`src/rtl/rapids_mem_arbiter_if.sv`:
```
// Fetch, data and memory-side bus bundle for rapids_mem_arbiter.
// slave = arbiter side, master = requesters plus memory array.
interface rapids_mem_arbiter_if #(
    parameter int ADDR_W = 16,
    parameter int DATA_W = 32
);
    logic              if_req;
    logic [ADDR_W-1:0] if_addr;
    logic              if_gnt;
    logic              if_rvalid;
    logic [DATA_W-1:0] if_rdata;

    logic              d_req;
    logic              d_we;
    logic [ADDR_W-1:0] d_addr;
    logic [DATA_W-1:0] d_wdata;
    logic [3:0]        d_be;
    logic              d_gnt;
    logic              d_rvalid;
    logic [DATA_W-1:0] d_rdata;

    logic              mem_en;
    logic              mem_we;
    logic [ADDR_W-1:0] mem_addr;
    logic [DATA_W-1:0] mem_wdata;
    logic [3:0]        mem_be;
    logic [DATA_W-1:0] mem_rdata;

    modport slave (
        input  if_req, if_addr,
        output if_gnt, if_rvalid, if_rdata,
        input  d_req, d_we, d_addr, d_wdata, d_be,
        output d_gnt, d_rvalid, d_rdata,
        output mem_en, mem_we, mem_addr, mem_wdata, mem_be,
        input  mem_rdata
    );

    modport master (
        output if_req, if_addr,
        input  if_gnt, if_rvalid, if_rdata,
        output d_req, d_we, d_addr, d_wdata, d_be,
        input  d_gnt, d_rvalid, d_rdata,
        input  mem_en, mem_we, mem_addr, mem_wdata, mem_be,
        output mem_rdata
    );
endinterface

```
`src/rtl/rapids_mem_arbiter.sv`:
```
// Single-port main memory arbiter: data-priority with fetch starvation guard.
// Define ARB_STATS_EN to enable the saturating per-port grant counters.
module rapids_mem_arbiter #(
    parameter int ADDR_W   = 16,
    parameter int DATA_W   = 32,
    parameter int MEM_LAT  = 1,
    parameter int MAX_WAIT = 4
) (
    input  logic        clk,
    input  logic        reset_n,
    input  logic        hold,
    rapids_mem_arbiter_if.slave bus,
    output logic        busy,
    output logic [15:0] if_gnt_cnt,
    output logic [15:0] d_gnt_cnt
);
    localparam logic [1:0] IDLE   = 2'd0;
    localparam logic [1:0] ACCESS = 2'd1;
    localparam logic [1:0] WAIT   = 2'd2;
    localparam logic [1:0] RESP   = 2'd3;

    localparam int SCW = $clog2(MAX_WAIT + 1);
    localparam int WCW = (MEM_LAT > 1) ? $clog2(MEM_LAT) : 1;
    localparam logic [SCW-1:0] STARVE_MAX = SCW'(MAX_WAIT);
    localparam logic [WCW-1:0] WAIT_LOAD  = WCW'(MEM_LAT - 1);

    logic [1:0]     state;
    logic [SCW-1:0] starve_cnt;
    logic [WCW-1:0] wait_cnt;
    logic           owner_d;
    logic           is_store;
    logic           decide;
    logic           pick_if;

    always_comb begin
        decide  = (state == IDLE) && !hold && (bus.if_req || bus.d_req);
        pick_if = bus.if_req && (!bus.d_req || (starve_cnt == STARVE_MAX));
    end

    always_ff @(posedge clk) begin
        if (reset_n) begin
            state         <= IDLE;
            starve_cnt    <= '0;
            wait_cnt      <= '0;
            owner_d       <= 1'b0;
            is_store      <= 1'b0;
            busy          <= 1'b0;
            bus.if_gnt    <= 1'b0;
            bus.if_rvalid <= 1'b0;
            bus.if_rdata  <= '0;
            bus.d_gnt     <= 1'b0;
            bus.d_rvalid  <= 1'b0;
            bus.d_rdata   <= '0;
            bus.mem_en    <= 1'b0;
            bus.mem_we    <= 1'b0;
            bus.mem_addr  <= '0;
            bus.mem_wdata <= '0;
            bus.mem_be    <= '0;
        end else begin
            bus.if_gnt    <= 1'b0;
            bus.d_gnt     <= 1'b0;
            bus.if_rvalid <= 1'b0;
            bus.d_rvalid  <= 1'b0;
            bus.mem_en    <= 1'b0;
            bus.mem_we    <= 1'b0;
            case (state)
                IDLE: begin
                    if (decide) begin
                        state      <= ACCESS;
                        busy       <= 1'b1;
                        bus.mem_en <= 1'b1;
                        if (pick_if) begin
                            owner_d       <= 1'b0;
                            is_store      <= 1'b0;
                            bus.if_gnt    <= 1'b1;
                            bus.mem_addr  <= bus.if_addr;
                            bus.mem_wdata <= '0;
                            bus.mem_be    <= 4'hF;
                            starve_cnt    <= '0;
                        end else begin
                            owner_d       <= 1'b1;
                            is_store      <= bus.d_we;
                            bus.d_gnt     <= 1'b1;
                            bus.mem_we    <= bus.d_we;
                            bus.mem_addr  <= bus.d_addr;
                            bus.mem_wdata <= bus.d_wdata;
                            bus.mem_be    <= bus.d_be;
                            if (bus.if_req && (starve_cnt != STARVE_MAX))
                                starve_cnt <= starve_cnt + SCW'(1);
                        end
                    end
                end
                ACCESS: begin
                    state    <= WAIT;
                    wait_cnt <= WAIT_LOAD;
                end
                WAIT: begin
                    // Capture lands directly in the owner's output register,
                    // so RESP needs no separate data latch.
                    if (wait_cnt == '0) begin
                        state <= RESP;
                        if (owner_d) begin
                            bus.d_rvalid <= 1'b1;
                            bus.d_rdata  <= is_store ? '0 : bus.mem_rdata;
                        end else begin
                            bus.if_rvalid <= 1'b1;
                            bus.if_rdata  <= bus.mem_rdata;
                        end
                    end else begin
                        wait_cnt <= wait_cnt - WCW'(1);
                    end
                end
                default: begin
                    state <= IDLE;
                    busy  <= 1'b0;
                end
            endcase
        end
    end

`ifdef ARB_STATS_EN
    always_ff @(posedge clk) begin
        if (reset_n) begin
            if_gnt_cnt <= '0;
            d_gnt_cnt  <= '0;
        end else if (decide) begin
            if (pick_if) begin
                if (if_gnt_cnt != 16'hFFFF) if_gnt_cnt <= if_gnt_cnt + 16'd1;
            end else begin
                if (d_gnt_cnt != 16'hFFFF) d_gnt_cnt <= d_gnt_cnt + 16'd1;
            end
        end
    end
`else
    assign if_gnt_cnt = '0;
    assign d_gnt_cnt  = '0;
`endif

endmodule

```
`src/flat_wrapper.sv`:
```
// flat-port wrapper written by rule: the top's interface ports become plain ports
module rapids_mem_arbiter_flat 
#(
    parameter int ADDR_W   = 16,
    parameter int DATA_W   = 32,
    parameter int MEM_LAT  = 1,
    parameter int MAX_WAIT = 4
)
  (clk, reset_n, hold, busy, if_gnt_cnt, d_gnt_cnt, bus_if_req, bus_if_addr, bus_if_gnt, bus_if_rvalid, bus_if_rdata, bus_d_req, bus_d_we, bus_d_addr, bus_d_wdata, bus_d_be, bus_d_gnt, bus_d_rvalid, bus_d_rdata, bus_mem_en, bus_mem_we, bus_mem_addr, bus_mem_wdata, bus_mem_be, bus_mem_rdata);
  rapids_mem_arbiter_if #(.ADDR_W(ADDR_W), .DATA_W(DATA_W)) bus_i ();
  input  logic clk;
  input  logic reset_n;
  input  logic hold;
  output logic busy;
  output logic [15:0] if_gnt_cnt;
  output logic [15:0] d_gnt_cnt;
  input wire logic [$bits(bus_i.if_req)-1:0] bus_if_req;
  input wire logic [$bits(bus_i.if_addr)-1:0] bus_if_addr;
  output wire logic [$bits(bus_i.if_gnt)-1:0] bus_if_gnt;
  output wire logic [$bits(bus_i.if_rvalid)-1:0] bus_if_rvalid;
  output wire logic [$bits(bus_i.if_rdata)-1:0] bus_if_rdata;
  input wire logic [$bits(bus_i.d_req)-1:0] bus_d_req;
  input wire logic [$bits(bus_i.d_we)-1:0] bus_d_we;
  input wire logic [$bits(bus_i.d_addr)-1:0] bus_d_addr;
  input wire logic [$bits(bus_i.d_wdata)-1:0] bus_d_wdata;
  input wire logic [$bits(bus_i.d_be)-1:0] bus_d_be;
  output wire logic [$bits(bus_i.d_gnt)-1:0] bus_d_gnt;
  output wire logic [$bits(bus_i.d_rvalid)-1:0] bus_d_rvalid;
  output wire logic [$bits(bus_i.d_rdata)-1:0] bus_d_rdata;
  output wire logic [$bits(bus_i.mem_en)-1:0] bus_mem_en;
  output wire logic [$bits(bus_i.mem_we)-1:0] bus_mem_we;
  output wire logic [$bits(bus_i.mem_addr)-1:0] bus_mem_addr;
  output wire logic [$bits(bus_i.mem_wdata)-1:0] bus_mem_wdata;
  output wire logic [$bits(bus_i.mem_be)-1:0] bus_mem_be;
  input wire logic [$bits(bus_i.mem_rdata)-1:0] bus_mem_rdata;
  assign bus_i.if_req = bus_if_req;
  assign bus_i.if_addr = bus_if_addr;
  assign bus_if_gnt = bus_i.if_gnt;
  assign bus_if_rvalid = bus_i.if_rvalid;
  assign bus_if_rdata = bus_i.if_rdata;
  assign bus_i.d_req = bus_d_req;
  assign bus_i.d_we = bus_d_we;
  assign bus_i.d_addr = bus_d_addr;
  assign bus_i.d_wdata = bus_d_wdata;
  assign bus_i.d_be = bus_d_be;
  assign bus_d_gnt = bus_i.d_gnt;
  assign bus_d_rvalid = bus_i.d_rvalid;
  assign bus_d_rdata = bus_i.d_rdata;
  assign bus_mem_en = bus_i.mem_en;
  assign bus_mem_we = bus_i.mem_we;
  assign bus_mem_addr = bus_i.mem_addr;
  assign bus_mem_wdata = bus_i.mem_wdata;
  assign bus_mem_be = bus_i.mem_be;
  assign bus_i.mem_rdata = bus_mem_rdata;
  rapids_mem_arbiter #(.ADDR_W(ADDR_W), .DATA_W(DATA_W), .MEM_LAT(MEM_LAT), .MAX_WAIT(MAX_WAIT)) u_core (.clk(clk), .reset_n(reset_n), .hold(hold), .bus(bus_i), .busy(busy), .if_gnt_cnt(if_gnt_cnt), .d_gnt_cnt(d_gnt_cnt));
endmodule
```
`config.mk`:
```
export PLATFORM = sky130hd
export DESIGN_NAME = rapids_mem_arbiter_flat
export DESIGN_NICKNAME = d
export VERILOG_FILES = /design/src/rtl/rapids_mem_arbiter_if.sv /design/src/rtl/rapids_mem_arbiter.sv /design/src/flat_wrapper.sv
export SDC_FILE = /design/constraint.sdc
export NUM_CORES = 1
export LEC_CHECK = 0
export ABC_AREA = 1
export BUFFER_PORTS_ARGS = -buffer_cell sky130_fd_sc_hd__buf_4
export CORE_MARGIN = 5
export CORE_UTILIZATION = 49
export CTS_CLUSTER_SIZE = 28
export DETAILED_ROUTE_END_ITERATION = 7
export HOLD_SLACK_MARGIN = 0.1
export PLACE_DENSITY_LB_ADDON = 0.3
export SLEW_MARGIN = 40
export SYNTH_ARGS = -nofsm -noshare
export SYNTH_HDL_FRONTEND = slang
export SYNTH_SLANG_ARGS = --single-unit
export TNS_END_PERCENT = 1
```
`constraint.sdc`:
```
create_clock -name clk -period 4.5 [get_ports clk]
set_clock_uncertainty 0.15 [all_clocks]
set_input_delay 0.225 -clock clk [delete_from_list [all_inputs] [get_ports clk]]
set_output_delay 0.225 -clock clk [all_outputs]
set_load 0.05 [all_outputs]
```
==> qor.yml, run 1 <==
status:
  status: "finished, final reports clean"
clock_tree:
  clock_latency_ns: 0.52
  ctsResizeCount: 0
  cts-root-buf: "clkbuf_8"
  cts.sinks: 130
  path_clk_slew_ns: 0.06
  htreeDepth: 4
  cts_setup_buffers: 0
  cts_buffer_depth: 2
  cts_buffers: 17
  hold_buffers: 118
  cts_tree: "done"
timing:
  maxSlewHeadroom: 0.4567
  final.setup.tns_ns: 0
  worst_slew_pin_slew_ns: 0.8137
  finalHoldViolations: 0
  rsz0062_at_grt: "no"
  slew_violations: 0
  fin_crit_sh: 0.8848
  finalHoldWorstSlack_ns: 0.3020
  setup-violations-final: 0
  min_period_ns: 3.981
  fmaxAchievable_mhz: 251.2
logic_synthesis:
  synth_seq_area_share: 0.5174
  avgSynthCellArea_um2: 7.835
  syn_inst: 642
  synth_top_area_share: 0.5174
  yosys_warnings: 0
  synth_enable_flop_cells: 0
  synth.distinct_cells: 22
  ys.flop_type: "dfxtp_1"
  synthArstFlopShare: 0
  synth_area_um2: 5030
  synth_area_leaders: "dfxtp_1 52%, nand2_1 12%, nand3_1 7.8%"
  ys_ff_latch: 130
  synth.largest_area_cell: "dfxtp_1"
  synth_most_common_cell: "nand2_1"
  synth_common_cells: "165 x nand2_1, 130 x dfxtp_1, 81 x nor2_1"
worst_setup_path:
  critical_path_buf_inv_count: 7
  slowest_stage: "dlygate4sd3_1"
  cp_slowest_stage_delay_ns: 0.65
  cp_max_fo: 27
  timing.setup.critical_path_class: "in2reg"
  end_kind: "flip-flop"
  crit_chain: "dlygate4sd3_1, buf_4, inv_2, nand2_1, dlygate4sd3_1, nand2_2, dlygate4sd3_1, nor2_4, nand3_1, dlygate4sd3_1, nand3_1, dlygate4sd3_1"
  cp.required_ns: 4.80
  start_kind: "input port"
  rr_startpoint: "u_core.state[1]"
  cp.arrival_ns: 4.28
  crit_path_start: "bus_if_req"
  cpLargestDelayFamily: "buffers and inverters"
  worst_path_most_repeated_cell: "dlygate4sd3_1"
global_routing:
  grt_pass1_vias: 5894
  grt_usage: 0.3093
  grt_max_degree: 77
  grt_pass1_wl_um: 30950
  gr-total-overflow: 0
  antenna_found_initial: 0
flow_run:
  maxCapViolations: 0
placed_design:
  port_buffers: 228
  place.gp.congestion: 0.8800
  place_hpwl_um: 11040
routing:
  wirelength_um: 19540
  drtIter0Drc: 645
  post-route-drc-count: 0
  viasPerCell: 5.111
  vias: 5719
  ant_nets: 0
  first_pass_iters: 5
  wl_per_cell_um: 17.46
floorplan:
  die_h_um: 111.3
  num_rows: 37
  dieArea_um2: 12390
  io_pins: 261
  initial_core_util: 0.4939
  die-width_um: 111.3
  core_region_area_um2: 10180
power_and_ir_drop:
  powerDensity_nw_per_um2: 541.9
  irDropWorstVdd_mv: 0.3324
  p_leak_nw: 4.186
layout:
  syn_to_final_growth_pct: 66.89
  multi_input_area_um2: 2014
  nNetsFinal: 1081
  n_antenna_cell: 0
  fillers: 576
  final_layout_size_suffix_gt1_frac: 0.2818
  seq_area_um2: 2603
hold_path:
  worstHoldPathType: "reg2reg"
  hold_path.startpoint: "u_core.busy"
## flip-flops by register name, indices dropped and copies added (netlist names)
| name | flops |
|---|---|
| u_core.is_store | 1 |
| u_core.bus.mem_en | 1 |
| u_core.bus.d_rvalid | 1 |
| u_core.bus.mem_be | 4 |
| u_core.state | 2 |
| u_core.bus.mem_we | 1 |
| u_core.bus.d_gnt | 1 |
| u_core.owner_d | 1 |
| u_core.bus.if_gnt | 1 |
| u_core.bus.mem_wdata | 32 |
| u_core.bus.if_rvalid | 1 |
| u_core.bus.if_rdata | 32 |
| u_core.bus.mem_addr | 16 |
| u_core.bus.d_rdata | 32 |
| u_core.busy | 1 |
| u_core.starve_cnt | 3 |
## tightest hold or removal path, stage by stage (launching register included)
cell,delay [ns]
dfxtp_1,0.31
inv_1,0.05
a21oi_1,0.05
## where the power goes
part	leakage [nW]	switching (mW)	internal, mW
sequential	1.06	0.116	1.34
clock	0.298	0.503	0.914
combinational	2.83	1.18	0.497
total	4.19	1.79	2.76
## worst paths after layout
path / endpoint / slack [ns] / depth (start not counted)
setup / recovery: u_core.bus.mem_addr[10] / 0.52 / 12
hold / removal: u_core.busy / 0.30 / 2
setup reg to reg: u_core.bus.mem_addr[10] / 0.72 / 11
hold reg to reg: u_core.busy / 0.30 / 2
## metrics by stage
| step | instances | power (mW) | setup WS, ns | util | instance area (um2) |
|---|---|---|---|---|---|
| floorplan | 673 | 2.554 | 2.938 | - | 5146 |
| global placement | 969 | 2.958 | 1.833 | 0.6462 | 6581 |
| detailed placement | 969 | 3.004 | 1.885 | 0.6474 | 6594 |
| CTS | 1119 | 4.529 | 0.7009 | 0.8240 | 8392 |
| global route | 1119 | 4.742 | 0.3699 | 0.8242 | 8394 |
| finish | 1119 | 4.549 | 0.5185 | 0.8242 | 8394 |
## layout make-up
class / count / area share
Clock buffer: 19 / 0.05142
Clock inverter: 13 / 0.02206
Inverter: 24 / 0.01073
Multi-Input combinational cell: 450 / 0.2400
Sequential cell: 130 / 0.3100
Tap cell: 136 / 0.02027
Timing Repair Buffer: 347 / 0.3455
## metal layers
metal / up-vias / track usage / routed length [um]
met2: 332 / 0.5348 / 9810
met1: 2663 / 0.3420 / 7197
met5: - / 0 / 0
met3: 76 / 0.09552 / 1621
met4: 0 / 0.1582 / 913
li1: 2648 / - / -
## cells in the final DEF (no fill, tap or decap), types with 5 or more instances in the layout
| cell | synthesis | layout |
|---|---|---|
| buf_4 | 35 | 229 |
| nand2_1 | 165 | 163 |
| dfxtp_1 | 130 | 130 |
| dlygate4sd3_1 | 0 | 118 |
| nor2_1 | 81 | 80 |
| nand3_1 | 78 | 77 |
| o21ai_0 | 70 | 70 |
| conb_1 | 1 | 32 |
| inv_1 | 20 | 18 |
| clkbuf_16 | 0 | 16 |
| a21oi_1 | 7 | 7 |
| inv_2 | 4 | 6 |
| ha_1 | 5 | 5 |
## kinds of logic (layout without fill, tap and decap cells)
| logic type | count (synthesis) | in the layout | share of synthesized area |
|---|---|---|---|
| adder cells (fa/ha/maj) | 5 | 5 | 0.01244 |
| buffers and inverters | 93 | 403 | 0.1087 |
| flip-flops | 130 | 130 | 0.5174 |
| AO/OA/AOI/OAI | 78 | 78 | 0.07786 |
| XOR/XNOR | 1 | 1 | 0.001742 |
| AND/OR/NAND/NOR | 334 | 334 | 0.2811 |
| other | 1 | 32 | 0.0007456 |
No activity file was read; power rests on OpenSTA's default activity.
==> run 2, diff against run 1 <==
--- a/config.mk
+++ b/config.mk
@@ -5,10 +5,9 @@
 export SDC_FILE = /design/constraint.sdc
 export NUM_CORES = 1
 export LEC_CHECK = 0
-export ABC_AREA = 1
 export BUFFER_PORTS_ARGS = -buffer_cell sky130_fd_sc_hd__buf_4
 export CORE_MARGIN = 5
-export CORE_UTILIZATION = 49
+export CORE_UTILIZATION = 48
 export CTS_CLUSTER_SIZE = 28
 export DETAILED_ROUTE_END_ITERATION = 7
 export HOLD_SLACK_MARGIN = 0.1
==> run 2 against run 1 <==
Fmax rose by 51%. Synthesized cell count decreased by 29%. Sequential cell count stayed put. Highest routed layer unchanged.
==> qor.yml, run 2 <==
status:
  status: "finished, final reports clean"
layout:
  final_area_um2: 8059  # -4.0%
  fin_util: 0.8283  # +0.004117
  reg_top3: "u_core.bus.d_rdata (32), u_core.bus.if_rdata (32), u_core.bus.mem_wdata (32)"
  final_layout_size_suffix_gt1_frac: 0.3502  # +0.06840
  syn_to_final_growth_pct: 68.61
  nNetsFinal: 889  # -18%
  fillers: 496  # -14%
  layout_common_cells: "232 x buf_4, 130 x dfxtp_1, 106 x dlygate4sd3_1"
  final_common_cell: "buf_4"
floorplan:
  io_pins: 261  # unchanged
  die_h_um: 109.8  # -1.4%
  die-width_um: 109.8  # -1.4%
  core_region_area_um2: 9729  # -4.5%
  num_rows: 36  # -2.7%
  initial_core_util: 0.4913  # -0.002602
  dieArea_um2: 12050  # -2.7%
power_and_ir_drop:
  finalPower_mw: 3.876  # -15%
  p_leak_nw: 3.676  # -12%
  powerDensity_nw_per_um2: 480.9  # -11%
  irDropWorstVdd_mv: 0.2795  # -16%
logic_synthesis:
  syn_inst: 453  # -29%
  avgSynthCellArea_um2: 10.55  # +35%
  synth_common_cells: "130 x dfxtp_1, 69 x nand2_1, 65 x a22o_1"
  yosys_warnings: 0  # unchanged
  synth.distinct_cells: 35  # +59%
  synth_seq_area_share: 0.5445  # +0.02709
  synth_area_um2: 4780  # -5.0%
  synth.largest_area_cell: "dfxtp_1"
  synthArstFlopShare: 0  # unchanged
  synth_top_area_share: 0.5445  # +0.02709
  ys_ff_latch: 130  # unchanged
  ys.flop_type: "dfxtp_1"
  synth_enable_flop_cells: 0  # unchanged
  synth_most_common_cell: "dfxtp_1"
  synth_area_leaders: "dfxtp_1 54%, a22o_1 12%, nand2_1 5.4%"
clock_tree:
  clock_latency_ns: 0.52  # about the same
  cts-root-buf: "clkbuf_8"
  ctsResizeCount: 0  # unchanged
  path_clk_slew_ns: 0.06  # about the same
  htreeDepth: 4  # unchanged
  cts.sinks: 130  # unchanged
  cts_tree: "done"
  cts_buffer_depth: 2  # unchanged
  cts_buffers: 17  # unchanged
timing:
  fmaxAchievable_mhz: 379.4  # +51%
  rsz0062_at_grt: "no"
  finalHoldViolations: 0  # unchanged
  min_period_ns: 2.636  # -1.346 ns
  worst_slew_pin_slew_ns: 0.6707  # -0.1430 ns
  slew_violations: 0  # unchanged
  fin_crit_sh: 0.5857  # -0.2990
  setup-violations-final: 0  # unchanged
  final.setup.tns_ns: 0  # unchanged
  maxSlewHeadroom: 0.5528  # +0.09609
worst_setup_path:
  cp.arrival_ns: 2.89  # -1.39 ns
  end_kind: "flip-flop"
  timing.setup.critical_path_class: "reg2reg"
  start_kind: "flip-flop"
  cp_max_fo: 21  # -22%
  cp.required_ns: 4.76  # -0.04 ns
global_routing:
  gr-total-overflow: 0  # unchanged
  antenna_found_initial: 1  # +1
  grt_max_degree: 51  # -34%
  grt_pass1_wl_um: 26040  # -16%
  grt_pass1_vias: 5003  # -15%
  grt_usage: 0.2829  # -0.02633
routing:
  wirelength_um: 17180  # -12%
  vias: 4734  # -17%
  ant_nets: 0  # unchanged
  first_pass_iters: 5  # unchanged
  viasPerCell: 5.112  # about the same
  wl_per_cell_um: 18.56  # +6.2%
  post-route-drc-count: 0  # unchanged
  drtIter0Drc: 289  # -55%
placed_design:
  port_buffers: 228  # unchanged
  place.gp.congestion: 0.7816  # -11%
  placed_cell_area_um2: 6354  # -3.6%
  place_hpwl_um: 9595  # -13%
flow_run:
  maxCapViolations: 0  # unchanged
hold_path:
  worstHoldPathType: "in2reg"
## run 2: power by group
part / total, mW / switching (mW) / internal, mW
clock network: 1.49 / 0.517 / 0.968
registers: 1.34 / 0.0750 / 1.26
logic: 1.05 / 0.698 / 0.354
## run 2: path summary, 6_finish.rpt
kind	startpoint	end	slack, ns	depth (start not counted)
setup reg to reg	u_core.starve_cnt[0]	u_core.bus.mem_addr[5]	1.86	7
hold / removal	bus_d_wdata[19]	u_core.bus.mem_wdata[19]	0.29	3
setup / recovery	u_core.starve_cnt[0]	u_core.bus.mem_addr[5]	1.86	7
hold reg to reg	u_core.bus.if_rdata[6]	u_core.bus.if_rdata[6]	0.30	2
## run 2: routing by layer
layer	vias to the layer above	GRT usage	wire length, um
met1	2238	0.3057	6257
met5	-	0	0
met4	0	0.1434	531
met3	49	0.09454	1614
li1	2187	-	-
met2	260	0.4905	8778
## run 2: timing repair
action / in CTS / in global routing
hold buffers: 106 / 0
endpoints found under the hold margin: 126 / 0
setup buffers: 0 / 0
## run 2: cell type report
| class | count | area (um2) | area share |
|---|---|---|---|
| multi-input combinational | 282 | 1802 | 0.2236 |
| timing repair buffer | 339 | 2814 | 0.3492 |
| tap | 133 | 166.4 | 0.02065 |
| clock inverter | 14 | 211.5 | 0.02624 |
| clock buffer | 18 | 427.9 | 0.05310 |
| sequential | 130 | 2603 | 0.3229 |
| antenna | 2 | 5.005 | 0.0006210 |
| inverter | 8 | 30.03 | 0.003726 |
## run 2: cell families after synthesis
logic type | synth area share
flops | 0.5445
compound gates | 0.2029
simple gates | 0.09739
buf+inv | 0.1058
mux | 0.03560
fa+ha+maj | 0.01309
other cells | 0.0007846
## run 2: worst max-delay path, stage by stage (launching register included)
cell           delay [ns]
dfxtp_1              0.32
inv_1                0.11
ha_1                 0.17
a21bo_2              0.18
and2_2               0.59
mux2i_1              0.31
dlygate4sd3_1        0.62
o2bb2ai_1            0.07
## run 2: metrics by stage
step | setup slack (ns) | hold WS, ns | cells
after global routing | 1.732 | 0.2954 | 925
after CTS | 2.064 | 0.2702 | 924
after detailed placement | 2.342 | 0.2890 | 786
final | 1.864 | 0.2939 | 926
after global placement | 2.104 | 0.2845 | 784
after floorplan | 2.823 | 0.1967 | 484
